File: src/rtl/bayesian_result_collector.sv
// rtl/bayesian_result_collector.sv - result FIFO, accept tagging, run statistics and window average
module bayesian_result_collector #(
  parameter int DEPTH  = 4,
  parameter int WINDOW = 4
) (
  input  logic                     clk,
  input  logic                     rst_n,
  input  logic                     core_done,
  input  logic [3:0]               mean_result,
  input  logic [3:0]               confidence_level,
  input  logic [3:0]               conf_threshold,
  input  logic                     clear,
  input  logic                     out_ready,
  output logic                     out_valid,
  output logic [3:0]               out_mean,
  output logic [3:0]               out_conf,
  output logic                     out_accept,
  output logic [$clog2(DEPTH):0]   fifo_count,
  output logic [7:0]               total_count,
  output logic [7:0]               accept_count,
  output logic [3:0]               win_avg,
  output logic                     win_valid,
  output logic                     overflow,
  output logic                     range_err
);

  localparam int PW = $clog2(DEPTH);
  localparam int LW = $clog2(WINDOW);
  localparam int AW = 4 + LW;

  logic [8:0]    mem [DEPTH];
  logic [PW-1:0] wr_ptr, rd_ptr;
  logic          done_q;
  logic [AW-1:0] win_acc;
  logic [LW-1:0] win_cnt;

  logic          capture, accept, pop, full, push;
  logic [AW-1:0] win_sum;
  logic          win_last;
  logic [8:0]    head;

  assign capture  = core_done & ~done_q;
  assign accept   = (confidence_level >= conf_threshold);
  assign full     = (fifo_count == (PW+1)'(DEPTH));
  assign pop      = out_valid & out_ready;
  // A full FIFO still takes the new result when the head leaves in the same cycle.
  assign push     = capture & (~full | pop);
  assign win_sum  = win_acc + AW'(mean_result);
  assign win_last = (win_cnt == LW'(WINDOW - 1));

  // Outputs are gated so an empty FIFO presents zeros rather than stale storage.
  assign head       = mem[rd_ptr];
  assign out_valid  = (fifo_count != '0);
  assign out_mean   = out_valid ? head[8:5] : 4'd0;
  assign out_conf   = out_valid ? head[4:1] : 4'd0;
  assign out_accept = out_valid & head[0];

  always_ff @(posedge clk) begin
    if (push && !clear) begin
      mem[wr_ptr] <= {mean_result, confidence_level, accept};
    end
  end

  always_ff @(posedge clk or negedge rst_n) begin
    if (!rst_n) begin
      done_q       <= 1'b0;
      wr_ptr       <= '0;
      rd_ptr       <= '0;
      fifo_count   <= '0;
      total_count  <= 8'd0;
      accept_count <= 8'd0;
      win_acc      <= '0;
      win_cnt      <= '0;
      win_avg      <= 4'd0;
      win_valid    <= 1'b0;
      overflow     <= 1'b0;
      range_err    <= 1'b0;
    end else begin
      done_q    <= core_done;
      win_valid <= 1'b0;
      if (clear) begin
        wr_ptr       <= '0;
        rd_ptr       <= '0;
        fifo_count   <= '0;
        total_count  <= 8'd0;
        accept_count <= 8'd0;
        win_acc      <= '0;
        win_cnt      <= '0;
        win_avg      <= 4'd0;
        overflow     <= 1'b0;
        range_err    <= 1'b0;
      end else begin
        if (push) wr_ptr <= wr_ptr + 1'b1;
        if (pop)  rd_ptr <= rd_ptr + 1'b1;
        if (push && !pop)      fifo_count <= fifo_count + 1'b1;
        else if (pop && !push) fifo_count <= fifo_count - 1'b1;

        // Statistics and window see every capture, including dropped ones.
        if (capture) begin
          if (!push) overflow <= 1'b1;
          if (mean_result > 4'd8) range_err <= 1'b1;
          if (total_count != 8'd255) total_count <= total_count + 8'd1;
          if (accept && accept_count != 8'd255) accept_count <= accept_count + 8'd1;
          if (win_last) begin
            win_avg   <= win_sum[AW-1:LW];
            win_valid <= 1'b1;
            win_acc   <= '0;
            win_cnt   <= '0;
          end else begin
            win_acc <= win_sum;
            win_cnt <= win_cnt + 1'b1;
          end
        end
      end
    end
  end

endmodule

File: config.mk
export PLATFORM = sky130hd
export DESIGN_NAME = bayesian_result_collector
export DESIGN_NICKNAME = d
export VERILOG_FILES = /design/src/rtl/bayesian_result_collector.sv
export SDC_FILE = /design/constraint.sdc
export NUM_CORES = 1
export LEC_CHECK = 0
export ABC_AREA = 1
export CORE_MARGIN = 5
export CORE_UTILIZATION = 55
export DETAILED_ROUTE_END_ITERATION = 16
export PLACE_DENSITY = 0.83
export SYNTH_ARGS = -nofsm -noshare
export SYNTH_HDL_FRONTEND = slang
export SYNTH_SLANG_ARGS = --single-unit
File: constraint.sdc
create_clock -name clk -period 2.28 [get_ports clk]
set_input_delay 0.456 -clock clk [delete_from_list [all_inputs] [get_ports clk]]
set_output_delay 0.456 -clock clk [all_outputs]
set_load 0.05 [all_outputs]
==> reports/metrics.yaml <==
status: "complete, no violations"
rsz0062_at_grt: "yes"
ys_seq_area_share_pct: 54.85
clockBufferDepth: 2
grt_use_total_pct: 21.94
finish.instance_area_um2: 4891
syn_area_per_cell_um2: 9.615
total_power_mw: 4.389
yosys_register_bits: 75
synth_area_leader_cell: "edfxtp_1"
synth_warnings: 0
worstPathArrival_ns: 1.74
pwr_density_cell_nw_per_um2: 897.4
cts_tree: "yes"
clock-sinks: 75
vias_per_cell: 5.504
setup_viol: 0
syn_inst: 390
start_util_pct: 55.81
cap_violations: 0
synth-main-ff-cell: "dfrtp_1"
min_path_type: "in -> async"
clk_pin_slew_ns: 0.08
cts_setup_buffers: 0
synth-simple-area-share_pct: 21.25
die-area_um2: 8569
clock.fmax_ghz: 0.4547
drtIter0Drc: 154
skew_ns: 0.01176
synth_area_leaders: "edfxtp_1 (29%), dfrtp_1 (26%), nand2_1 (6.0%)"
muxShareOfSynthArea_pct: 0
rows: 30
placedCellCount: 534
endpoint_kind: "output pin"
via_count: 3027
crit_chain: "clkinvlp_4 > o21ai_0 > a21oi_4 > buf_12"
cp.required_ns: 1.82
io_pins: 53
fillCellCount: 461
leakage_nw: 2.111
synth_area_um2: 3750
cp_max_fo: 19
synth-async-reset-ratio_pct: 52.00
final_nets: 499
worstSkewPairLatency_ns: 0.34
coreArea_um2: 6719
io_buffers: 52
synth.top_cell.area_share_pct: 28.83
ant_nets: 0
swShare_pct: 36.74
synth_cell_types: 36
postCtsHoldBufs: 0
placed_area_um2: 4681
finalNonFillerCells: 550
syn-num-nets: 424
critPathMaxStageDelay_ns: 0.43
maxSlewViolCount: 0
drc_errors: 0
cts_made_buffers: 9
clock-root-buffer: "clkbuf_8"
die_w_um: 92.57
pwr-share-clk_pct: 24.5
relSlewSlack_pct: 65.55
slowest_stage: "o21ai_0"
worstSetupPathType: "reg -> out"
routabilityCongestion: 0.8351
h-tree-depth: 3
dp_hpwl_mm: 6.281
start_kind: "flip-flop"
area_growth_pct: 30.43
critPathBufInv: 2
synth.most_common_cell: "nand2_1"
finalCritPeriodShare_pct: 96.46
grt_max_degree: 22
synth_edf_count: 36
fp.dieH_um: 92.57
drt_pass1_iterations: 4
totalWireLength_mm: 8.737
grt_pass1_vias: 3086
n_antenna_cell: 0
synth_xor_area_share_pct: 2.336
period_needed_ns: 2.199
cellInternalPower_mw: 2.776
power_frac_comb_pct: 40.0
path_delay_family: "compound AO/OA/AOI/OAI gates"
synth_top_family_by_area: "simple AND/OR/NAND/NOR gates"
gr-total-overflow: 0
synth_commonest_cells: "nand2_1 (60), nor2_1 (53), inv_1 (41)"
hold_viol_final: 0
ir_drop_uv: 474.6
grt_pass1_wl_mm: 14.77
synth_compound_area_share_pct: 9.376
p_seq_share_pct: 35.5
drive_gt1_share_pct: 17.23
wire_per_inst_um: 15.89
worstMarginPinSlew_ns: 0.5152
antenna_found_initial: 0
synthAdderAreaFrac_pct: 6.073
p_sw_mw: 1.613
-- through the flow --
step	setup WS, ns	util, %	setup TNS, ns	hold slack (ns)
6_report	0.08070	72.79	0	0.06557
5_1_grt	-0.02871	72.79	-0.1148	0.09938
4_1_cts	0.008786	72.74	0	0.06873
3_5_place_dp	-0.01922	69.66	-0.04432	0.4394
3_3_place_gp	0.09297	69.66	0	0.4407
2_1_floorplan	0.01070	-	0	0.1604
-- cells by family after synthesis --
family,Yosys count
xor+xnor,10
buf+inv,56
flops,75
fa+ha+maj,17
simple gates,171
compound gates,61
-- area by class of cell --
cell class	count	area (um^2)	area share (%)
Inverter	47	185.2	3.786
Sequential cell	75	2057	42.06
Timing Repair Buffer	73	778.2	15.91
Clock buffer	13	138.9	2.840
Tap cell	80	100.1	2.047
Clock inverter	3	63.81	1.305
Multi-Input combinational cell	259	1568	32.05
-- sequential cells by signal (all words and copies together) (netlist names) --
register / flops
done_q: 1
fifo_count: 3
win_acc: 6
win_avg: 4
range_err: 1
total_count: 8
overflow: 1
rd_ptr: 2
win_cnt: 2
wr_ptr: 2
mem: 36
win_valid: 1
accept_count: 8
-- placed cells by master, fill, tap and decap left out, types with 10 or more instances in the layout --
cell / instances
buf_12: 10
edfxtp_1: 36
ha_1: 15
buf_4: 20
nand2_1: 59
inv_1: 40
dfrtp_1: 39
nor2_1: 53
clkdlybuf4s50_1: 41
nand3_1: 33
o21ai_0: 28
-- repair_timing --
item | in CTS | in global routing
endpoints found under the setup margin | 1 | 7
resized for setup | 1 | 3
endpoints found under the hold margin | 0 | 0
-- power by group through the flow --
stage / clock network, mW / registers (mW) / logic [mW]
detailed placement: 0 / 1.58 / 1.76
finish: 1.07 / 1.56 / 1.76
global route: 1.15 / 1.57 / 1.86
CTS: 1.09 / 1.56 / 1.77
floorplan: 0 / 1.71 / 0.924
global placement: 0 / 1.58 / 1.72
-- per-layer routing --
metal  global-route usage [%]  wire, um
met5                        0         0
met4                    7.178       136
met3                    5.199       379
met2                    38.01      4608
met1                    26.94      3612
-- final timing paths --
path                       cells after the start                      start                           to  slack, ns
max                                            4      rd_ptr[0]$_DFFE_PN0P_                  out_conf[0]       0.08
min                                            1                      rst_n  accept_count[6]$_DFFE_PN0P_       0.07
max reg2reg                                    7  fifo_count[0]$_DFFE_PN0P_    fifo_count[1]$_DFFE_PN0P_       0.58
min reg2reg                                    2     win_acc[2]$_DFFE_PN0N_       win_acc[2]$_DFFE_PN0N_       0.49
max in group asynchronous                      2                      rst_n       win_acc[4]$_DFFE_PN0N_       1.68
min in group clk                               2     win_acc[2]$_DFFE_PN0N_       win_acc[2]$_DFFE_PN0N_       0.49
(Power assumes the default switching activity.)
